`src/rtl/key_sw_responder.sv`:
```
// key_sw_responder: memory-mapped KEY/SW input device with debounce, status/control registers and interrupt
module key_sw_responder #(
  parameter int DBITS = 16,
  parameter int DEBOUNCE_CYCLES = 10000,
  parameter int CBITS = 14,
  parameter logic [DBITS-1:0] KDATA_ADDR = 16'hFFF0,
  parameter logic [DBITS-1:0] SDATA_ADDR = 16'hFFF2,
  parameter logic [DBITS-1:0] KCTRL_ADDR = 16'hFFF4,
  parameter logic [DBITS-1:0] SCTRL_ADDR = 16'hFFF6
) (
  input  logic             CLK,
  input  logic             RESET,
  input  logic [DBITS-1:0] ABUS,
  input  logic             RE,
  input  logic             WE,
  input  logic [DBITS-1:0] DIN,
  output logic [DBITS-1:0] DOUT,
  output logic             DSEL,
  input  logic [3:0]       KEY,
  input  logic [9:0]       SW,
  output logic             INTR
);
  localparam logic [CBITS-1:0] LAST = CBITS'(DEBOUNCE_CYCLES - 1);
  logic [3:0] k1, k2, kdb;
  logic [9:0] s1, s2, sdb;
  logic [CBITS-1:0] kcnt, scnt;
  logic ka, sa, kc, sc, krd, srd, kwr, swr;
  logic kstep, sstep, kchg, schg;
  logic krdy, kovr, kie, srdy, sovr, sie;
  logic unused_din;
  assign unused_din = ^{DIN[DBITS-1:9], DIN[7:3], DIN[1:0]};
  // address decode, strobes, debounce progress and combinational read data
  always_comb begin
    ka = ABUS == KDATA_ADDR;
    sa = ABUS == SDATA_ADDR;
    kc = ABUS == KCTRL_ADDR;
    sc = ABUS == SCTRL_ADDR;
    krd = RE & ka;
    srd = RE & sa;
    kwr = WE & kc;
    swr = WE & sc;
    kstep = (k2 != kdb) && (k1 == k2);
    sstep = (s2 != sdb) && (s1 == s2);
    kchg = kstep && kcnt == LAST;
    schg = sstep && scnt == LAST;
    DSEL = ka | sa | kc | sc;
    DOUT = ka ? DBITS'(kdb) :
           sa ? DBITS'(sdb) :
           kc ? DBITS'({kie, 5'b0, kovr, 1'b0, krdy}) :
           sc ? DBITS'({sie, 5'b0, sovr, 1'b0, srdy}) : '0;
  end
  // two-flop synchronizers; keys inverted so 1 means pressed
  always_ff @(posedge CLK) begin
    if (RESET) begin
      k1 <= '0;
      k2 <= '0;
      s1 <= '0;
      s2 <= '0;
    end else begin
      k1 <= ~KEY;
      k2 <= k1;
      s1 <= SW;
      s2 <= s1;
    end
  end
  // key debounce: count stable differing cycles, restart when the synced value moves
  always_ff @(posedge CLK) begin
    if (RESET) begin
      kcnt <= '0;
      kdb <= '0;
    end else if (kchg) begin
      kcnt <= '0;
      kdb <= k2;
    end else
      kcnt <= kstep ? kcnt + 1'b1 : '0;
  end
  // switch debounce: same scheme as the keys
  always_ff @(posedge CLK) begin
    if (RESET) begin
      scnt <= '0;
      sdb <= '0;
    end else if (schg) begin
      scnt <= '0;
      sdb <= s2;
    end else
      scnt <= sstep ? scnt + 1'b1 : '0;
  end
  // ready/overrun/enable flags and registered interrupt
  always_ff @(posedge CLK) begin
    if (RESET) begin
      {krdy, kovr, kie, srdy, sovr, sie, INTR} <= '0;
    end else begin
      krdy <= kchg | (krdy & ~krd);
      srdy <= schg | (srdy & ~srd);
      kovr <= (kchg & krdy & ~krd) | (kovr & ~(kwr & ~DIN[2]));
      sovr <= (schg & srdy & ~srd) | (sovr & ~(swr & ~DIN[2]));
      kie <= kwr ? DIN[8] : kie;
      sie <= swr ? DIN[8] : sie;
      INTR <= (krdy & kie) | (srdy & sie);
    end
  end
endmodule

```
`config.mk`:
```
export PLATFORM = sky130hd
export DESIGN_NAME = key_sw_responder
export DESIGN_NICKNAME = d
export VERILOG_FILES = /design/src/rtl/key_sw_responder.sv
export SDC_FILE = /design/constraint.sdc
export NUM_CORES = 1
export LEC_CHECK = 0
export BUFFER_PORTS_ARGS = -buffer_cell sky130_fd_sc_hd__buf_2
export CORE_AREA = 10 10 94 96
export CTS_BUF_LIST = sky130_fd_sc_hd__clkbuf_16
export CTS_CLUSTER_DIAMETER = 150
export DETAILED_ROUTE_END_ITERATION = 12
export DIE_AREA = 0 0 104 106
export GPL_ROUTABILITY_DRIVEN = 0
export PLACE_DENSITY = 0.74
export SKIP_CTS_REPAIR_TIMING = 1
export SLEW_MARGIN = 20
export SYNTH_ARGS = -nofsm -noshare
export SYNTH_HDL_FRONTEND = slang
export SYNTH_SLANG_ARGS = --single-unit
```
`constraint.sdc`:
```
create_clock -name CLK -period 1.8 [get_ports CLK]
set_input_delay 0.36 -clock CLK [delete_from_list [all_inputs] [get_ports CLK]]
set_output_delay 0.36 -clock CLK [all_outputs]
set_load 0.02 [all_outputs]
```
==> results.json, run 1 <==
{
  "die-width_um": 104,
  "netlist.area_leader.share_pct": 45.9,
  "dr.pass1.iters": 4,
  "yosysMostFrequentCell": "dfxtp_1",
  "cts-root-buf": "clkbuf_16",
  "synthCells": 349,
  "synth_compound_area_share_pct": 1.94,
  "synth_top_family_by_area": "simple AND/OR/NAND/NOR gates",
  "ant_nets": 0,
  "violations": "negative setup slack",
  "synth_edf_count": 0,
  "power.density_mw_per_mm2": 836,
  "slew_violations": 0,
  "asyncSetResetFlopFracSynth_pct": 0,
  "wire_per_inst_um": 13.3,
  "ys_types": 42,
  "clk_latency_ps": 330,
  "synth-seq-cells": 77,
  "initial_core_util_pct": 47.6,
  "leakage_nw": 1.69,
  "vias": 2489,
  "fin_ws_ps": -103,
  "grt_max_degree": 21,
  "critPathMaxFanout": 6,
  "fmax_mhz": 525,
  "cp-end-kind": "output port",
  "setup_viol": 19,
  "stdcell_count": 523,
  "ys_seq_area_share_pct": 45.9,
  "overflow": 0,
  "rsz0062_at_grt": "true",
  "cts_tree": "done",
  "cts_sinks": 77,
  "synth.area.top_cells": "dfxtp_1 (46%), xnor2_1 (7.0%), xor2_1 (6.5%)",
  "fill_cells": 604,
  "peakVddDrop_v": 0.000649,
  "status": "finished with violations",
  "cts_max_path_buffers": 2,
  "hold_path_class": "in -> reg",
  "dieArea_mm2": 0.0110,
  "fin_nets": 471,
  "synth_area_mm2": 0.00336,
  "antenna_cells": 0,
  "port_buffers": 47,
  "critPathKind": "in -> out",
  "via_per_inst": 4.76,
  "numCtsBuffers": 9,
  "clock_skew_ps": 4.24,
  "io-pin-count": 68,
  "hold_slack_ps": 181,
  "dpl.cell_count": 498,
  "num_rows": 31,
  "area_growth_syn_to_layout_pct": 27.5,
  "syn_area_per_cell_um2": 9.63,
  "synthSimpleGateAreaFrac_pct": 26.5,
  "cap_violations": 0,
  "place_area_mm2": 0.00378,
  "grt_pass1_vias": 2480,
  "hold_viol": 0,
  "min_period_ps": 1900,
  "post-dp-hpwl_um": 4770,
  "routed_wl_um": 6960,
  "core_area_mm2": 0.00706,
  "gr-usage-all-layers_pct": 12.3,
  "cts-htree-levels": 3,
  "path_clk_slew_ps": 60,
  "worstPathArrival_ps": 1540,
  "fp.dieH_um": 106,
  "worstSetupStartpointType": "input port",
  "yosysWarnings": 0,
  "initialDrtViolationCount": 73,
  "fin_crit_sh_pct": 106,
  "synth-xor-area-share_pct": 13.5,
  "ys_top_cells_by_count": "dfxtp_1 (77), nor2_1 (51), nand2_1 (28)",
  "synth_area_leader_cell": "dfxtp_1",
  "total_power_w": 0.00359,
  "antenna_found_initial": 0,
  "finalInstanceArea_mm2": 0.00429,
  "muxShareOfSynthArea_pct": 7.03,
  "drc_errors": 0,
  "ys.flop_type": "dfxtp_1",
  "drive_above_1_share_pct": 27.8,
  "grt_pass1_wl_um": 11300,
  "required_ps": 1440,
  "synth_fa_ha_area_share_pct": 0.744
}
path summary, 6_finish.rpt:
check	from	to	slack [ps]	depth (start not counted)
worst min-delay path	KEY[1]	k1[1]$_SDFF_PP0_	180	2
worst max-delay path	ABUS[3]	DOUT[6]	-100	6
worst max register to register	scnt[12]$_SDFF_PP0_	sdb[3]$_SDFFE_PP0P_	-70	5
worst min register to register	kcnt[0]$_SDFF_PP0_	kcnt[0]$_SDFF_PP0_	460	1
worst max-delay path, cell delays in order:
cell and delay (ps):
buf_6 90, nand4b_1 170, nor4_2 330, and3b_2 310, and2_4 170, buf_6 110
area by class of cell:
class / instances / area, µm² / share of cell area, %
clock buffer: 9 / 225 / 5.25
tap: 99 / 124 / 2.89
timing repair buffer: 73 / 546 / 12.7
sequential: 77 / 1550 / 36.1
clock inverter: 7 / 51.3 / 1.20
inverter: 6 / 22.5 / 0.525
multi-input combinational: 252 / 1770 / 41.3
sequential cells by signal, summed over array words and instances, names as in the netlist, 4 cells and up:
| name | flops |
|---|---|
| s1 | 10 |
| scnt | 14 |
| k1 | 4 |
| kcnt | 14 |
| k2 | 4 |
| sdb | 10 |
| kdb | 4 |
| s2 | 10 |
per-stage QoR:
stage / util [%] / TNS (ps) / setup slack, ps
after floorplan: - / -92.1 / -46.0
final: 60.7 / -996 / -103
after detailed placement: 53.5 / -1480 / -217
after global placement: 53.5 / -1180 / -203
after CTS: 57.4 / -1420 / -221
after global routing: 60.7 / -2240 / -169
where the power goes:
group          switching, W  internal [W]
Combinational     0.0000949     0.0000931
Clock              0.000703      0.000934
Sequential        0.0000260       0.00174
layout by cell type, fill, tap and decap left out, types with 4 or more instances in the layout:
master	count
conb_1	6
nor3_1	4
dfxtp_2	4
buf_6	12
nand2_1	28
and2_4	6
nand3_1	14
clkbuf_16	10
clkinvlp_4	4
mux2i_1	17
inv_1	5
nor2_1	49
dfxtp_1	73
nor2b_1	26
xnor2_1	27
buf_4	22
xor2_1	25
buf_2	36
nand4_1	11
layer usage:
| metal | part of all wire (%) | vias to the layer above | GRT usage, % | wire length (µm) |
|---|---|---|---|---|
| met5 | 0 | - | 0 | 0 |
| met4 | 2.1 | 0 | 5.27 | 146 |
| met3 | 3.0 | 13 | 3.68 | 210 |
| met2 | 50 | 45 | 20.8 | 3500 |
| met1 | 45 | 1147 | 14.1 | 3100 |
| li1 | - | 1284 | - | - |
cells by family after synthesis:
| family | count (synthesis) |
|---|---|
| mux | 21 |
| compound gates | 8 |
| other cells | 1 |
| fa+ha+maj | 2 |
| flops | 77 |
| buf+inv | 25 |
| xor+xnor | 52 |
| simple gates | 163 |
(Power assumes the default switching activity.)
==> run 2, diff against run 1 <==
--- a/config.mk
+++ b/config.mk
@@ -14,6 +14,7 @@
 export GPL_ROUTABILITY_DRIVEN = 0
 export PLACE_DENSITY = 0.74
 export SKIP_CTS_REPAIR_TIMING = 1
+export SKIP_LAST_GASP = 1
 export SLEW_MARGIN = 20
 export SYNTH_ARGS = -nofsm -noshare
 export SYNTH_HDL_FRONTEND = slang
==> run 2 against run 1 <==
  * The run still ends with negative setup slack left
  * Largest cell class unchanged
  * Sequential cell count unchanged
  * Sequential share of layout area up 0.15 points
  * Critical path type unchanged
  * Combinational power barely moved
==> results.json, run 2 (same netlist as run 1, synthesis figures left out) <==
{
  "area_growth_syn_to_layout_pct": 27.0,
  "fp.dieH_um": 106,
  "fin_ws_ps": -105,
  "initial_core_util_pct": 47.6,
  "drc_errors": 0,
  "core_area_mm2": 0.00706,
  "pwr-share-clk_pct": 45.6,
  "reg_top3": "kcnt (14), scnt (14)",
  "fill_cells": 602,
  "total_power_w": 0.00358,
  "final_common_cell": "dfxtp_1",
  "hold_depth": 2,
  "via_per_inst": 4.79,
  "numCtsBuffers": 9,
  "critPathKind": "in -> out",
  "p_int_w": 0.00276,
  "dr.pass1.iters": 4,
  "cts_tree": "done",
  "antenna_cells": 0,
  "drive_above_1_share_pct": 27.6,
  "ff_latch_area_mm2": 0.00155,
  "multi_input_area_mm2": 0.00176,
  "fin_crit_sh_pct": 106,
  "final_cell_mix": "dfxtp_1 (73), nor2_1 (49), buf_2 (36)",
  "port_buffers": 47,
  "utilization_pct": 60.5,
  "status": "finished with violations",
  "fin_nets": 471,
  "critPathMaxFanout": 6,
  "io-pin-count": 68,
  "initialDrtViolationCount": 86,
  "seqPwrFrac_pct": 49.1,
  "hold_viol": 0,
  "rsz0062_at_grt": "true",
  "num_rows": 31,
  "power.density_mw_per_mm2": 839,
  "die-width_um": 104,
  "cts-htree-levels": 3,
  "routed_wl_um": 6910,
  "wire_per_inst_um": 13.2,
  "setup_viol": 19,
  "ant_nets": 0,
  "leakage_nw": 1.69,
  "worstPathArrival_ps": 1540,
  "vias": 2503,
  "clk_latency_ps": 330,
  "post-dp-hpwl_um": 4770,
  "gr-usage-all-layers_pct": 12.3,
  "grt_pass1_vias": 2480,
  "grt_max_degree": 21,
  "dieArea_mm2": 0.0110,
  "clock_skew_ps": 4.62,
  "cp-end-kind": "output port",
  "hold_path_class": "in -> reg",
  "required_ps": 1440,
  "cap_violations": 0,
  "slew_violations": 0,
  "p_switching_w": 0.000822,
  "cts_sinks": 77,
  "antenna_found_initial": 0,
  "worstSetupStartpointType": "input port",
  "peakVddDrop_v": 0.000649,
  "hold_slack_ps": 180,
  "overflow": 0,
  "cts-root-buf": "clkbuf_16",
  "path_clk_slew_ps": 60,
  "reg2regPathDepth": 5,
  "violations": "negative setup slack",
  "cts_max_path_buffers": 2,
  "fmax_mhz": 525,
  "grt_pass1_wl_um": 11300,
  "min_period_ps": 1900,
  "switching_share_pct": 22.9,
  "comb_power_share_pct": 5.2
}
[run 2: cell count changes in the layout (fill, tap and decap cells not counted)]
cell      delta
nand2b_1     +1
nor2_2       +2
nand2b_4     -1
nor2_4       -2
[run 2: area by class of cell]
type / instances / share of cell area (%)
multi-input cells: 252 / 41.1
clock buffers: 9 / 5.27
inverters: 6 / 0.527
repair buffers: 73 / 12.8
clock inverters: 7 / 1.20
well taps: 99 / 2.90
flip-flops and latches: 77 / 36.2
[run 2: worst max-delay path: stages]
cell	delay, ps
buf_6	90
nand4b_1	180
nor4_2	330
and3b_2	310
and2_4	170
buf_6	110
[run 2: metrics by stage]
step / cell area (µm²) / cells / worst slack (ps) / setup TNS [ps]
CTS: 4050 / 514 / -221 / -1420
finish: 4270 / 523 / -105 / -1030
detailed placement: 3780 / 498 / -217 / -1480
global route: 4270 / 523 / -194 / -2280
floorplan: 3390 / 354 / -46.0 / -92.1
global placement: 3780 / 498 / -203 / -1180
[run 2: power groups by stage]
stage | clock (W) | combinational (W) | sequential (W)
2_1_floorplan | 0 | 0.000129 | 0.00179
3_3_place_gp | 0 | 0.000182 | 0.00180
3_5_place_dp | 0 | 0.000185 | 0.00180
4_1_cts | 0.00166 | 0.000186 | 0.00176
5_1_grt | 0.00174 | 0.000210 | 0.00176
6_report | 0.00164 | 0.000187 | 0.00176
[run 2: path summary, 6_finish.rpt]
path / to / start / slack, ps
worst max register to register: sdb[3]$_SDFFE_PP0P_ / scnt[12]$_SDFF_PP0_ / -70
worst min-delay path: k1[1]$_SDFF_PP0_ / KEY[1] / 180
worst max-delay path: DOUT[6] / ABUS[3] / -100
worst min register to register: kcnt[0]$_SDFF_PP0_ / kcnt[0]$_SDFF_PP0_ / 460
[run 2: layer usage]
metal / track usage (%) / up-vias / wire, µm / share of wire [%]
met5: 0 / - / 0 / 0
met4: 5.27 / 0 / 119 / 1.7
met3: 3.68 / 10 / 271 / 3.9
met2: 20.8 / 53 / 3510 / 51
met1: 14.1 / 1154 / 3010 / 44
li1: - / 1286 / - / -
==> run 3, diff against run 2 <==
--- a/config.mk
+++ b/config.mk
@@ -6,11 +6,11 @@
 export NUM_CORES = 1
 export LEC_CHECK = 0
 export BUFFER_PORTS_ARGS = -buffer_cell sky130_fd_sc_hd__buf_2
-export CORE_AREA = 10 10 94 96
+export CORE_AREA = 10 10 99 92
 export CTS_BUF_LIST = sky130_fd_sc_hd__clkbuf_16
 export CTS_CLUSTER_DIAMETER = 150
 export DETAILED_ROUTE_END_ITERATION = 12
-export DIE_AREA = 0 0 104 106
+export DIE_AREA = 0 0 109 102
 export GPL_ROUTABILITY_DRIVEN = 0
 export PLACE_DENSITY = 0.74
 export SKIP_CTS_REPAIR_TIMING = 1
==> run 3 against run 2 <==
  * The run still ends with negative setup slack left
  * Maximum frequency fell by 0.12%
  * Worst hold slack improved by 5.3 ps
  * Clock power increased by 17%
  * Via count about the same
  * Final area fell by 2.9%
  * Global-route usage grew 0.26 points
  * Sequential share of layout area increased by 1.1 points
  * Die area grew 0.85%
  * Count of clock-buffer cells in the layout is the same
  * Critical path depth did not move
  * Largest power group is now the clock network
==> results.json, run 3 (same netlist as run 1, synthesis figures left out) <==
{
  "fin_nets": 463,
  "cts-root-buf": "clkbuf_16",
  "dpl.cell_count": 490,
  "p_int_w": 0.00305,
  "dr.pass1.iters": 4,
  "stdcell_count": 509,
  "peakVddDrop_v": 0.000594,
  "hold_depth": 2,
  "via_per_inst": 4.92,
  "setup-tns-final_ps": -686,
  "violations": "negative setup slack",
  "power.density_mw_per_mm2": 932,
  "io-pin-count": 68,
  "fp.dieH_um": 102,
  "reg_top3": "kcnt (14), scnt (14)",
  "timing.rr.end": "kdb[3]$_SDFFE_PP0P_",
  "clock_skew_ps": 4.80,
  "status": "finished with violations",
  "overflow": 0,
  "drive_above_1_share_pct": 23.8,
  "fmax_mhz": 524,
  "wire_per_inst_um": 13.2,
  "dieArea_mm2": 0.0111,
  "ant_nets": 0,
  "critPathMaxFanout": 6,
  "hold_viol": 0,
  "pwr-share-clk_pct": 49.6,
  "critPathKind": "in -> out",
  "final_common_cell": "dfxtp_1",
  "routed_wl_um": 6730,
  "seqPwrFrac_pct": 45.6,
  "clk_latency_ps": 330,
  "num_rows": 29,
  "grt_pass1_wl_um": 11300,
  "cts_tree": "done",
  "critical_path.endpoint": "DOUT[9]",
  "grt_pass1_vias": 2506,
  "hold_path_class": "in -> reg",
  "hold_slack_ps": 185,
  "worstPathArrival_ps": 1550,
  "comb_power_share_pct": 4.8,
  "cts-htree-levels": 3,
  "worstSetupStartpointType": "input port",
  "setup_viol": 10,
  "cts_sinks": 77,
  "critPathLaunch": "ABUS[3]",
  "initialDrtViolationCount": 70,
  "port_buffers": 47,
  "numCtsBuffers": 9,
  "vias": 2504,
  "fin_crit_sh_pct": 106,
  "r2r_start": "kcnt[7]$_SDFF_PP0_",
  "die-width_um": 109,
  "drc_errors": 0,
  "antenna_cells": 0,
  "final_cell_mix": "dfxtp_1 (73), nor2_1 (51), buf_2 (42)",
  "cp-end-kind": "output port",
  "gr-usage-all-layers_pct": 12.5,
  "min_period_ps": 1910,
  "antenna_found_initial": 0,
  "area_growth_syn_to_layout_pct": 23.3,
  "switching_share_pct": 21.2,
  "reg2regPathDepth": 5,
  "rsz0062_at_grt": "true",
  "grt_max_degree": 26,
  "cap_violations": 0,
  "path_clk_slew_ps": 60,
  "cts_max_path_buffers": 2,
  "r2r_slack_ps": 30,
  "required_ps": 1440,
  "core_area_mm2": 0.00700,
  "utilization_pct": 59.2,
  "slew_violations": 0,
  "leakage_nw": 1.65,
  "fin_ws_ps": -107,
  "initial_core_util_pct": 48.0,
  "p_switching_w": 0.000817,
  "post-dp-hpwl_um": 4860,
  "total_power_w": 0.00386
}
run 3: power groups by stage:
stage	combinational [W]	clock [W]	sequential, W
2_1_floorplan	0.000129	0	0.00179
6_report	0.000185	0.00192	0.00176
4_1_cts	0.000184	0.00196	0.00176
3_5_place_dp	0.000182	0	0.00180
3_3_place_gp	0.000178	0	0.00180
5_1_grt	0.000207	0.00203	0.00176
run 3: final cells by class:
type / count / area (µm²)
Sequential cell: 77 / 1550
Timing Repair Buffer: 65 / 418
Clock inverter: 7 / 97.6
Inverter: 6 / 22.5
Tap cell: 93 / 116
Multi-Input combinational cell: 252 / 1720
Fill cell: 588 / 2860
Clock buffer: 9 / 225
run 3: worst min-delay path by stage:
stage                                  start                 end  slack, ps
after global placement    kcnt[0]$_SDFF_PP0_  kcnt[0]$_SDFF_PP0_        430
after global routing                  KEY[0]    k1[0]$_SDFF_PP0_        190
after floorplan           kcnt[0]$_SDFF_PP0_  kcnt[0]$_SDFF_PP0_        420
after detailed placement  kcnt[0]$_SDFF_PP0_  kcnt[0]$_SDFF_PP0_        450
after CTS                             KEY[0]    k1[0]$_SDFF_PP0_        180
final                                 KEY[0]    k1[0]$_SDFF_PP0_        190
run 3: through the flow:
| step | area, µm² | worst slack (ps) |
|---|---|---|
| after floorplan | 3390 | -46.0 |
| after global placement | 3740 | -76.9 |
| after detailed placement | 3740 | -224 |
| after CTS | 4060 | -224 |
| after global routing | 4150 | -201 |
| final | 4150 | -107 |
run 3: critical path, cell delays in order:
cell and delay, ps:
buf_6 90, nand4b_1 180, nor4_2 330, and3b_2 300, and2_1 130, buf_2 160
run 3: routing by layer:
layer  vias up  global-route usage (%)  part of all wire [%]
li1       1269                       -                     -
met1      1170                    14.5                    42
met2        59                    21.4                    51
met3         6                    3.96                   5.1
met4         0                    4.26                   1.2
met5         -                       0                     0
